==> src/rtl/uc_pkg.sv <==
// Shared types and helpers for the unit-clause path (arbiter -> ucq).
//   LIT_W    : literal width; literals are signed, magnitude = variable index
//   NUM_VAR  : assignment-table depth (entry 0 is never used)
//   lit_t    : signed literal
//   var_t    : variable index
//   asg_t    : per-variable table entry {assigned, value}
//   lit_class_e : classification of a granted literal
package uc_pkg;

    localparam int unsigned LIT_W   = 9;
    localparam int unsigned NUM_VAR = 2 ** (LIT_W - 1);

    typedef logic signed [LIT_W-1:0] lit_t;
    typedef logic [LIT_W-2:0]        var_t;

    typedef struct packed {
        logic assigned;
        logic value;
    } asg_t;

    typedef enum logic [1:0] {
        INVALID,
        NEW,
        DUP,
        CONFLICT
    } lit_class_e;

    // Magnitude of a literal. The most-negative encoding has no valid
    // magnitude and is filtered out by lit_invalid before this matters.
    function automatic var_t lit_var(lit_t lit);
        return lit[LIT_W-1] ? var_t'(-lit) : var_t'(lit);
    endfunction

    // Zero and the most-negative encoding do not name a variable.
    function automatic logic lit_invalid(lit_t lit);
        return (lit == '0) || (lit == {1'b1, {(LIT_W - 1){1'b0}}});
    endfunction

endpackage

==> src/rtl/rr_arbiter.sv <==
// Round-robin arbiter: grants the first requester at or after ptr, with wrap.
//   en        : allow a grant this cycle
//   req       : request vector
//   ptr       : highest-priority index
//   gnt       : one-hot grant (zero when en=0 or no request)
//   gnt_valid : a grant was issued
//   gnt_idx   : index of the granted requester
// The pointer itself is owned by the instantiating block.
module rr_arbiter #(
    parameter int unsigned NUM_REQ = 4,
    parameter int unsigned PTR_W   = (NUM_REQ > 1) ? $clog2(NUM_REQ) : 1
) (
    input  logic               en,
    input  logic [NUM_REQ-1:0] req,
    input  logic [PTR_W-1:0]   ptr,
    output logic [NUM_REQ-1:0] gnt,
    output logic               gnt_valid,
    output logic [PTR_W-1:0]   gnt_idx
);

    always_comb begin
        int unsigned idx_full;
        logic [PTR_W-1:0] idx;
        gnt       = '0;
        gnt_valid = 1'b0;
        gnt_idx   = '0;
        idx_full  = 0;
        idx       = '0;
        if (en) begin
            for (int unsigned off = 0; off < NUM_REQ; off++) begin
                idx_full = int'(ptr) + off;
                if (idx_full >= NUM_REQ) begin
                    idx_full = idx_full - NUM_REQ;
                end
                idx = PTR_W'(idx_full);
                if (!gnt_valid && req[idx]) begin
                    gnt[idx]  = 1'b1;
                    gnt_valid = 1'b1;
                    gnt_idx   = idx;
                end
            end
        end
    end

endmodule

==> src/rtl/uc_arbiter.sv <==
// Unit Clause Arbiter: round-robin among engine unit-literal requests,
// filters duplicates against a per-variable assignment table, pushes new
// literals into the ucq and raises a sticky conflict on contradictions.
//   clk, rst      : clock, asynchronous active-low reset
//   clear         : synchronous clear of table, conflict and counters
//   eng_valid/lit : per-engine request and signed literal (packed, eng0 in LSBs)
//   eng_ready     : one-hot ack
//   q_full        : ucq full
//   q_push/q_data : ucq push strobe and literal
//   conflict      : sticky conflict flag; conflict_lit is the offending literal
//   push_cnt      : literals pushed (saturating)
//   dup_cnt       : duplicates dropped (saturating)
module uc_arbiter
    import uc_pkg::*;
#(
    parameter int unsigned DATA_LEN = 512,
    parameter int unsigned NUM_ENG  = 4,
    parameter int unsigned CNT_W    = 16
) (
    input  logic                                  clk,
    input  logic                                  rst,
    input  logic                                  clear,
    input  logic [NUM_ENG-1:0]                    eng_valid,
    input  logic [NUM_ENG*$clog2(DATA_LEN)-1:0]   eng_lit,
    output logic [NUM_ENG-1:0]                    eng_ready,
    input  logic                                  q_full,
    output logic                                  q_push,
    output logic [$clog2(DATA_LEN)-1:0]           q_data,
    output logic                                  conflict,
    output logic [$clog2(DATA_LEN)-1:0]           conflict_lit,
    output logic [CNT_W-1:0]                      push_cnt,
    output logic [CNT_W-1:0]                      dup_cnt
);

    localparam int unsigned LitW = $clog2(DATA_LEN);
    localparam int unsigned PtrW = (NUM_ENG > 1) ? $clog2(NUM_ENG) : 1;

    asg_t             table_q [NUM_VAR];
    logic [PtrW-1:0]  rr_ptr_q;
    logic             conflict_q;
    lit_t             conflict_lit_q;
    logic [CNT_W-1:0] push_cnt_q;
    logic [CNT_W-1:0] dup_cnt_q;

    logic             arb_en;
    logic [NUM_ENG-1:0] gnt;
    logic             gnt_valid;
    logic [PtrW-1:0]  gnt_idx;
    lit_t             sel_lit;
    var_t             sel_var;
    asg_t             sel_entry;
    lit_class_e       sel_class;

    // Reset gates the grant so the combinational outputs are quiet under reset.
    assign arb_en = rst & ~q_full & ~conflict_q & ~clear;

    rr_arbiter #(
        .NUM_REQ (NUM_ENG),
        .PTR_W   (PtrW)
    ) u_rr (
        .en        (arb_en),
        .req       (eng_valid),
        .ptr       (rr_ptr_q),
        .gnt       (gnt),
        .gnt_valid (gnt_valid),
        .gnt_idx   (gnt_idx)
    );

    // Mux out the granted literal and classify it against the table.
    always_comb begin
        sel_lit = '0;
        for (int i = 0; i < NUM_ENG; i++) begin
            if (gnt[i]) begin
                sel_lit = lit_t'(eng_lit[i*LitW +: LitW]);
            end
        end
        sel_var   = lit_var(sel_lit);
        sel_entry = table_q[sel_var];
        if (lit_invalid(sel_lit)) begin
            sel_class = INVALID;
        end else if (!sel_entry.assigned) begin
            sel_class = NEW;
        end else if (sel_entry.value == ~sel_lit[LIT_W-1]) begin
            sel_class = DUP;
        end else begin
            sel_class = CONFLICT;
        end
    end

    always_comb begin
        eng_ready = gnt;
        q_push    = gnt_valid && (sel_class == NEW);
        q_data    = q_push ? sel_lit : '0;
    end

    // Assignment table; value is 1 for a positive literal.
    always_ff @(posedge clk or negedge rst) begin
        if (!rst) begin
            for (int v = 0; v < NUM_VAR; v++) begin
                table_q[v] <= '0;
            end
        end else if (clear) begin
            for (int v = 0; v < NUM_VAR; v++) begin
                table_q[v] <= '0;
            end
        end else if (q_push) begin
            table_q[sel_var] <= '{assigned: 1'b1, value: ~sel_lit[LIT_W-1]};
        end
    end

    // rr pointer survives clear; a grant never coincides with clear.
    always_ff @(posedge clk or negedge rst) begin
        if (!rst) begin
            rr_ptr_q <= '0;
        end else if (gnt_valid) begin
            rr_ptr_q <= (gnt_idx == PtrW'(NUM_ENG - 1)) ? '0 : gnt_idx + 1'b1;
        end
    end

    always_ff @(posedge clk or negedge rst) begin
        if (!rst) begin
            conflict_q     <= 1'b0;
            conflict_lit_q <= '0;
            push_cnt_q     <= '0;
            dup_cnt_q      <= '0;
        end else if (clear) begin
            conflict_q     <= 1'b0;
            conflict_lit_q <= '0;
            push_cnt_q     <= '0;
            dup_cnt_q      <= '0;
        end else if (gnt_valid) begin
            unique case (sel_class)
                NEW: begin
                    if (push_cnt_q != '1) push_cnt_q <= push_cnt_q + 1'b1;
                end
                DUP: begin
                    if (dup_cnt_q != '1) dup_cnt_q <= dup_cnt_q + 1'b1;
                end
                CONFLICT: begin
                    conflict_q     <= 1'b1;
                    conflict_lit_q <= sel_lit;
                end
                default: ;
            endcase
        end
    end

    assign conflict     = conflict_q;
    assign conflict_lit = conflict_lit_q;
    assign push_cnt     = push_cnt_q;
    assign dup_cnt      = dup_cnt_q;

endmodule

==> config.mk <==
export PLATFORM = sky130hd
export DESIGN_NAME = uc_arbiter
export DESIGN_NICKNAME = d
export VERILOG_FILES = /design/src/rtl/uc_pkg.sv /design/src/rtl/rr_arbiter.sv /design/src/rtl/uc_arbiter.sv
export SDC_FILE = /design/constraint.sdc
export NUM_CORES = 1
export LEC_CHECK = 0
export BUFFER_PORTS_ARGS = -buffer_cell sky130_fd_sc_hd__buf_2
export CORE_MARGIN = 2
export CORE_UTILIZATION = 57
export DETAILED_ROUTE_END_ITERATION = 6
export GPL_ROUTABILITY_DRIVEN = 1
export PLACE_DENSITY = 0.84
export SLEW_MARGIN = 20
export SYNTH_ARGS = -nofsm -noshare
export SYNTH_HDL_FRONTEND = slang
export SYNTH_HIERARCHICAL = 1
export SYNTH_SLANG_ARGS = --single-unit
export TNS_END_PERCENT = 20
==> constraint.sdc <==
create_clock -name clk -period 8 [get_ports clk]
set_input_delay 0.8 -clock clk [delete_from_list [all_inputs] [get_ports clk]]
set_output_delay 0.8 -clock clk [all_outputs]
set_load 0.1 [all_outputs]
* Word level (Yosys, flattened, before mapping)
Cells that the tools add are included.
** Cells by class
- Add/subtract/negate cells :: 11
- Order comparisons :: 14
- Equality and inequality tests :: 8
- Mux-type cells :: 77
- Bitwise operators :: 12
- Reduce and logical (&&, ||, !) cells :: 24
** Operators with widths (count)
- two-way mux 512 bit :: 2
- bitwise mux 512 bit :: 1
- two-way mux 16 bit :: 8
- two-way mux 9 bit :: 8
- two-way mux 2 bit :: 19
- adder 16 x 1 -> 16 bit, second input constant :: 2
- two-way mux 4 bit :: 8
- != test 16 bit, second input constant :: 2
- two-way mux 1 bit :: 20
- binary-select mux 2 bit (select 8 bit) :: 1
- demux 2 bit (select 8 bit) :: 1
- nonzero test 2 bit :: 7
- less-than comparator 2 x 3 -> 1 bit, second input constant :: 4
- bitwise OR 4 bit :: 3
- == test 9 bit, second input constant :: 1
- >= comparator 3 bit, second input constant :: 3
- >= comparator 9 bit, second input constant :: 1
- logical AND 1 bit :: 9
- zero test 9 bit :: 1
- less-than comparator 9 x 1 -> 1 bit, second input constant :: 1
- inverter 8 -> 9 bit :: 1
- binary-select mux 1 bit (select 2 bit) :: 4
- demux 1 bit (select 2 bit) :: 4
- >= comparator 2 x 1 -> 1 bit, second input constant :: 4
- other kinds (16) :: 31
** Word-level totals
- Register bits after elaboration :: 556
- Bits of input ports :: 44
- Output and inout bits :: 56
- Word-level logic and storage cells :: 663

* Longest topological paths before layout
- Word-level depth :: 39
- Gate-level depth with buffers :: 34

* Hierarchy
Netlist, hierarchy kept.
** By module, submodules not included
- uc_arbiter :: instances 1, cells an instance 2698, area an instance 27532.7 um^2, seq. area each 13913.3 um^2
- rr_arbiter :: instances 1, cells an instance 85, area an instance 685.7 um^2, seq. area each 0.0 um^2

* Least setup slack after synthesis
Ideal clock, no wire load.
- Path type :: input port to output port
- From :: input clear
- To :: output q_data[0]
- Arrival :: 9.036 ns
- Required time :: 7.200 ns
- Slack :: -1.836 ns
- Stages on the path :: 27
- Path buffers :: 11
- Path through :: clkbuf_1 clkbuf_1 nor4b_1 o311a_1 a32o_1 buf_2 nor2_1 a311oi_2 buf_4 buf_4 buf_4 buf_2 inv_1 buf_2 ha_1 a2111oi_0 a31oi_1 buf_2 buf_4 mux4_2 a22oi_1 a21o_1 a41oi_1 nor4_1 nand2_1 clkbuf_1 nor2_1
** On the way
- Elaborated cells between the ends (all ways) :: 25
- Those cells by class :: 1 x add/sub; 3 x eq/ne; 14 x mux; 4 x bitwise; 3 x reduce/logical
** RTL lines
- start: declaration :: line uc_arbiter.sv:22 : input logic clear,
- inverter 1 bit * :: line uc_arbiter.sv:55 : assign arb_en = rst & ~q_full & ~conflict_q & ~clear;
- bitwise AND 1 bit * :: line uc_arbiter.sv:55
- net arb_en :: line uc_arbiter.sv:45 : logic arb_en;
- two-way mux 4 bit * :: line rr_arbiter.sv:29 : if (en) begin
- net eng_ready[3] :: line uc_arbiter.sv:25 : output logic [NUM_ENG-1:0] eng_ready,
- two-way mux 9 bit * :: line uc_arbiter.sv:73 : if (gnt[i]) begin
- negator 8 bit :: line uc_pkg.sv:31 : return lit[LIT_W-1] ? var_t'(-lit) : var_t'(lit);
- two-way mux 8 bit :: line uc_pkg.sv:31
- (+2 left out)
- two-way mux 2 bit (implied by the code) (2 in a row) :: line uc_arbiter.sv:78 : sel_entry = table_q[sel_var];
- == test 1 bit :: line uc_arbiter.sv:83 : end else if (sel_entry.value == ~sel_lit[LIT_W-1]) begin
- two-way mux 1 bit :: line uc_arbiter.sv:83
- two-way mux 2 bit :: line uc_arbiter.sv:81 : end else if (!sel_entry.assigned) begin
- two-way mux 2 bit :: line uc_arbiter.sv:79 : if (lit_invalid(sel_lit)) begin
- == test 2 x 1 -> 1 bit :: line uc_arbiter.sv:92 : q_push = gnt_valid && (sel_class == NEW);
- logical AND 1 bit :: line uc_arbiter.sv:92
- two-way mux 9 bit * :: line uc_arbiter.sv:93 : q_data = q_push ? sel_lit : '0;
- end: declaration :: line uc_arbiter.sv:28 : output logic [$clog2(DATA_LEN)-1:0] q_data,
Mark *: on every way through the listed nets, which the timed path passes. The rest lies on a longest branch. The select of a mux whose other input is x is not followed.

* Final worst setup path
- From :: register rr_ptr_q[0]
- To :: output q_push
** On the way
- Word-level cells in the longest chain between the ends :: 35
- Elaborated cells between the ends (all ways) :: 92
- Those cells by class :: 8 x add/sub; 12 x order compare; 3 x eq/ne; 51 x mux; 5 x bitwise; 13 x reduce/logical
** Ends and longest elaborated chain
- start: declaration :: line uc_arbiter.sv:39 : logic [PtrW-1:0] rr_ptr_q;
- start signal: assignment :: line uc_arbiter.sv:116 : rr_ptr_q <= (gnt_idx == PtrW'(NUM_ENG - 1)) ? '0 : gnt_idx + 1'b1;
- branches (longest 34 deep; another with adder 2 x 1 -> 3 bit)
- logical AND 1 bit * :: line uc_arbiter.sv:92
- end: declaration :: line uc_arbiter.sv:27 : output logic q_push,
Every way passes the cells marked *. The select of a mux whose other input is x is not followed.

==> impl_results.md <==
* Status: finished, violations left
* Failing checks: DRC
* Max Clock Skew at about 0.023 ns
* Synth Register Bits at roughly 560
* Initial Utilization at 0.576
* Hold/Removal Path Class: in2async
* Largest net degree at the start of global routing at roughly 170
* Slew at the pin closest to its max-slew limit at between 1 and 1.5 ns
* Post-Syn Area at 28200 um^2
* Clock tree buffer depth at 3
* Wire per inst at roughly 23 um
* First-pass GRT wire length at between 100000 and 150000 um
* CP Data Required Time at roughly 7 ns
* Clock latency on the worst-skew pair at about 0.64 ns
* WHS at roughly 0.26 ns
* Main synth FF type: dfrtp_1
* CTS buffer count at 55
* H-Tree Depth at 2
* Port Buffers at 99
* Placed inst area at ~30000 um^2
* Async SR Flop Fraction at 1.00
* Number of global-route vias before repair at between 20000 and 25000
* Slew headroom at 0.260
* Syn avg cell area at 10.1 um^2
* DIE WIDTH at 227 um
* Clk Tree Root Cell: clkbuf_16
* Routability cong. at ~0.94
* Leak pwr at around 15 nW
* Inst Count DP at roughly 3400
* Clock Pin Slew Worst Setup and Hold Paths at 0.06 ns
* Startpoint types: flip-flop
* Core area at 49000 um^2
* Hold Violations, Final at 0
* DR pass1 iterations at 7
* Io pins at 100
* Num rows at 81
* Sequential area share after synthesis at 0.493
* Synth-to-Final Area Change at 12.3%
* Die Area at 51300 um^2
* Crit Path Max Fanout at 23
* GRT Residual Overflow at 0
* Final Instance Area at approximately 32000 um^2
* All-Layer GR Usage at 0.312
* Layout cells sized above 1 at 0.155
* Max Clock Freq at 128 MHz
* TritonCTS Sinks at approximately 560
* Initial DRC count at approximately 3300
* Post-route non-filler standard cell count at between 3000 and 4000
* Die H at about 230 um
* CTS tree: built
* Syn_nets at about 2800
* Post-synth EDFFs at 0
* Top post-synthesis cells by area: dfrtp_1 49%, mux2i_1 9.7%, mux4_2 9.7%, nand2_1 7.5%, a21oi_1 5.2%
* Cell variety after synth at just under 80
* Initial antenna violation count at 2
* Critical Path End Type: primary output
* Total Nets Final at around 2800
* Top-area cell type share of the netlist area at 0.493
* Most numerous cell in the Yosys netlist: nand2_1
* Max-Cap Viols at 0
* # DRC at 24
* Final setup violation count at 0
* Max-slew violation count at 0
* Crit path kind: reg2out
* Worst vdd ir at 0.000192 V
* DRT antenna net count at 0
* Yosys warning count at 6
* Period utilisation layout at 0.975
* Min cycle time layout at approximately 7.8 ns
* DP HPWL at around 47000 um
* Utilization after layout at 0.647
* Pwr/cell area at between 200 and 250 nW/um^2
* Via-to-Cell Ratio at 6.59
* Cell count after synthesis at around 2800
* Area leader, netlist: dfrtp_1
* Via Count at 23000
* FILL cells at between 3000 and 4000
* Commonest cells post-synth: 567 x nand2_1, 556 x dfrtp_1, 356 x nor2_1, 293 x a21oi_1, 274 x mux2i_1
* Crit path DAT at approximately 7.0 ns
* Final WL at a little under 80000 um
==> report_power, final <==
part	total (mW)	leakage [nW]	switching [mW]	internal, mW
combinational	1.06	6.35	0.771	0.294
sequential	2.82	7.77	0.00355	2.82
clock	2.85	0.961	1.15	1.70
total	6.74	15.1	1.93	4.81
==> logic make-up after synthesis <==
kind of cell               share of synthesized area
AOI/OAI and AO/OA                              0.104
muxes                                          0.202
DFF                                            0.493
buffers and inverters                         0.0363
xor gates and xnor gates                     0.00244
adders and majority gates                    0.00488
and+or+nand+nor                                0.158
==> area by class of cell <==
type | count | area (um^2) | share of cell area
antenna | 3 | 7.51 | 0.000237
clock buffer | 72 | 1520 | 0.0480
clock inverter | 30 | 472 | 0.0149
inverter | 19 | 82.6 | 0.00261
multi-input combinational | 1989 | 13600 | 0.429
sequential | 556 | 13900 | 0.439
tap | 664 | 831 | 0.0262
timing repair buffer | 160 | 1260 | 0.0398
==> routing by layer <==
layer	global-route usage	share of wire	vias to the layer above
li1	-	-	9726
met1	0.400	0.37	11400
met2	0.495	0.48	1584
met3	0.0702	0.10	333
met4	0.176	0.054	0
met5	0	0	-
==> critical path, stage by stage, from the launching register on <==
cell and delay (ns):
dfrtp_1 0.38, inv_1 0.25, ha_4 0.29, nand2b_1 0.20, nor4_1 0.09, o311a_1 0.39
a32o_4 0.40, a211oi_1 0.62, a211o_1 0.42, buf_4 0.29, o211a_1 0.40, or2_1 0.47
buf_12 0.27, a22oi_1 0.13, a21o_1 0.20, a41oi_1 0.65, nor4_4 0.12, nand2_1 0.10
buf_4 0.31, clkinvlp_4 0.17, buf_12 0.18
==> sequential cells by signal, summed over array words and instances, names as in the netlist <==
signal,flops
table_q,512
dup_cnt,16
push_cnt,16
conflict_lit,9
rr_ptr_q,2
conflict,1
==> repair_timing <==
item                                    in CTS  in global routing
buffers inserted                             0                  2
endpoints found under the setup margin      10                 10
hold buffers                                 0                  0
gates resized for setup                      2                  9
pin swaps                                    0                  2
==> placed cells by master, fill, tap and decap left out, drive strengths merged, types with 24 or more instances in the layout <==
cell and n:
clkbuf 74, a22oi 39, a21oi 294, a21o 24, mux2i 275, buf 158, mux4 122, dfrtp 556
nand2 567, nor2b 26, nor2 356, nand3 28
==> worst paths after layout <==
| path | from | end | slack [ns] | depth (start not counted) |
|---|---|---|---|---|
| max | rr_ptr_q[0] | q_push | 0.20 | 20 |
| min | rst | table_q[244] | 0.26 | 2 |
| max reg2reg | rr_ptr_q[0] | conflict_lit[6] | 0.63 | 24 |
| min reg2reg | table_q[495] | table_q[495] | 0.49 | 2 |
| max in group asynchronous | rst | table_q[378] | 4.82 | 5 |
| min in group clk | table_q[495] | table_q[495] | 0.49 | 2 |
==> per-stage QoR <==
step / TNS (ns) / setup WS [ns] / total power, mW
after detailed placement: 0 / 0.307 / 3.88
after floorplan: 0 / 0.00444 / 3.53
final: 0 / 0.198 / 6.74
after global placement: 0 / 0.483 / 3.86
after CTS: 0 / 0.0199 / 6.70
after global routing: -0.00367 / -0.00367 / 6.92
Note: power is estimated with default switching activity, not from simulation.
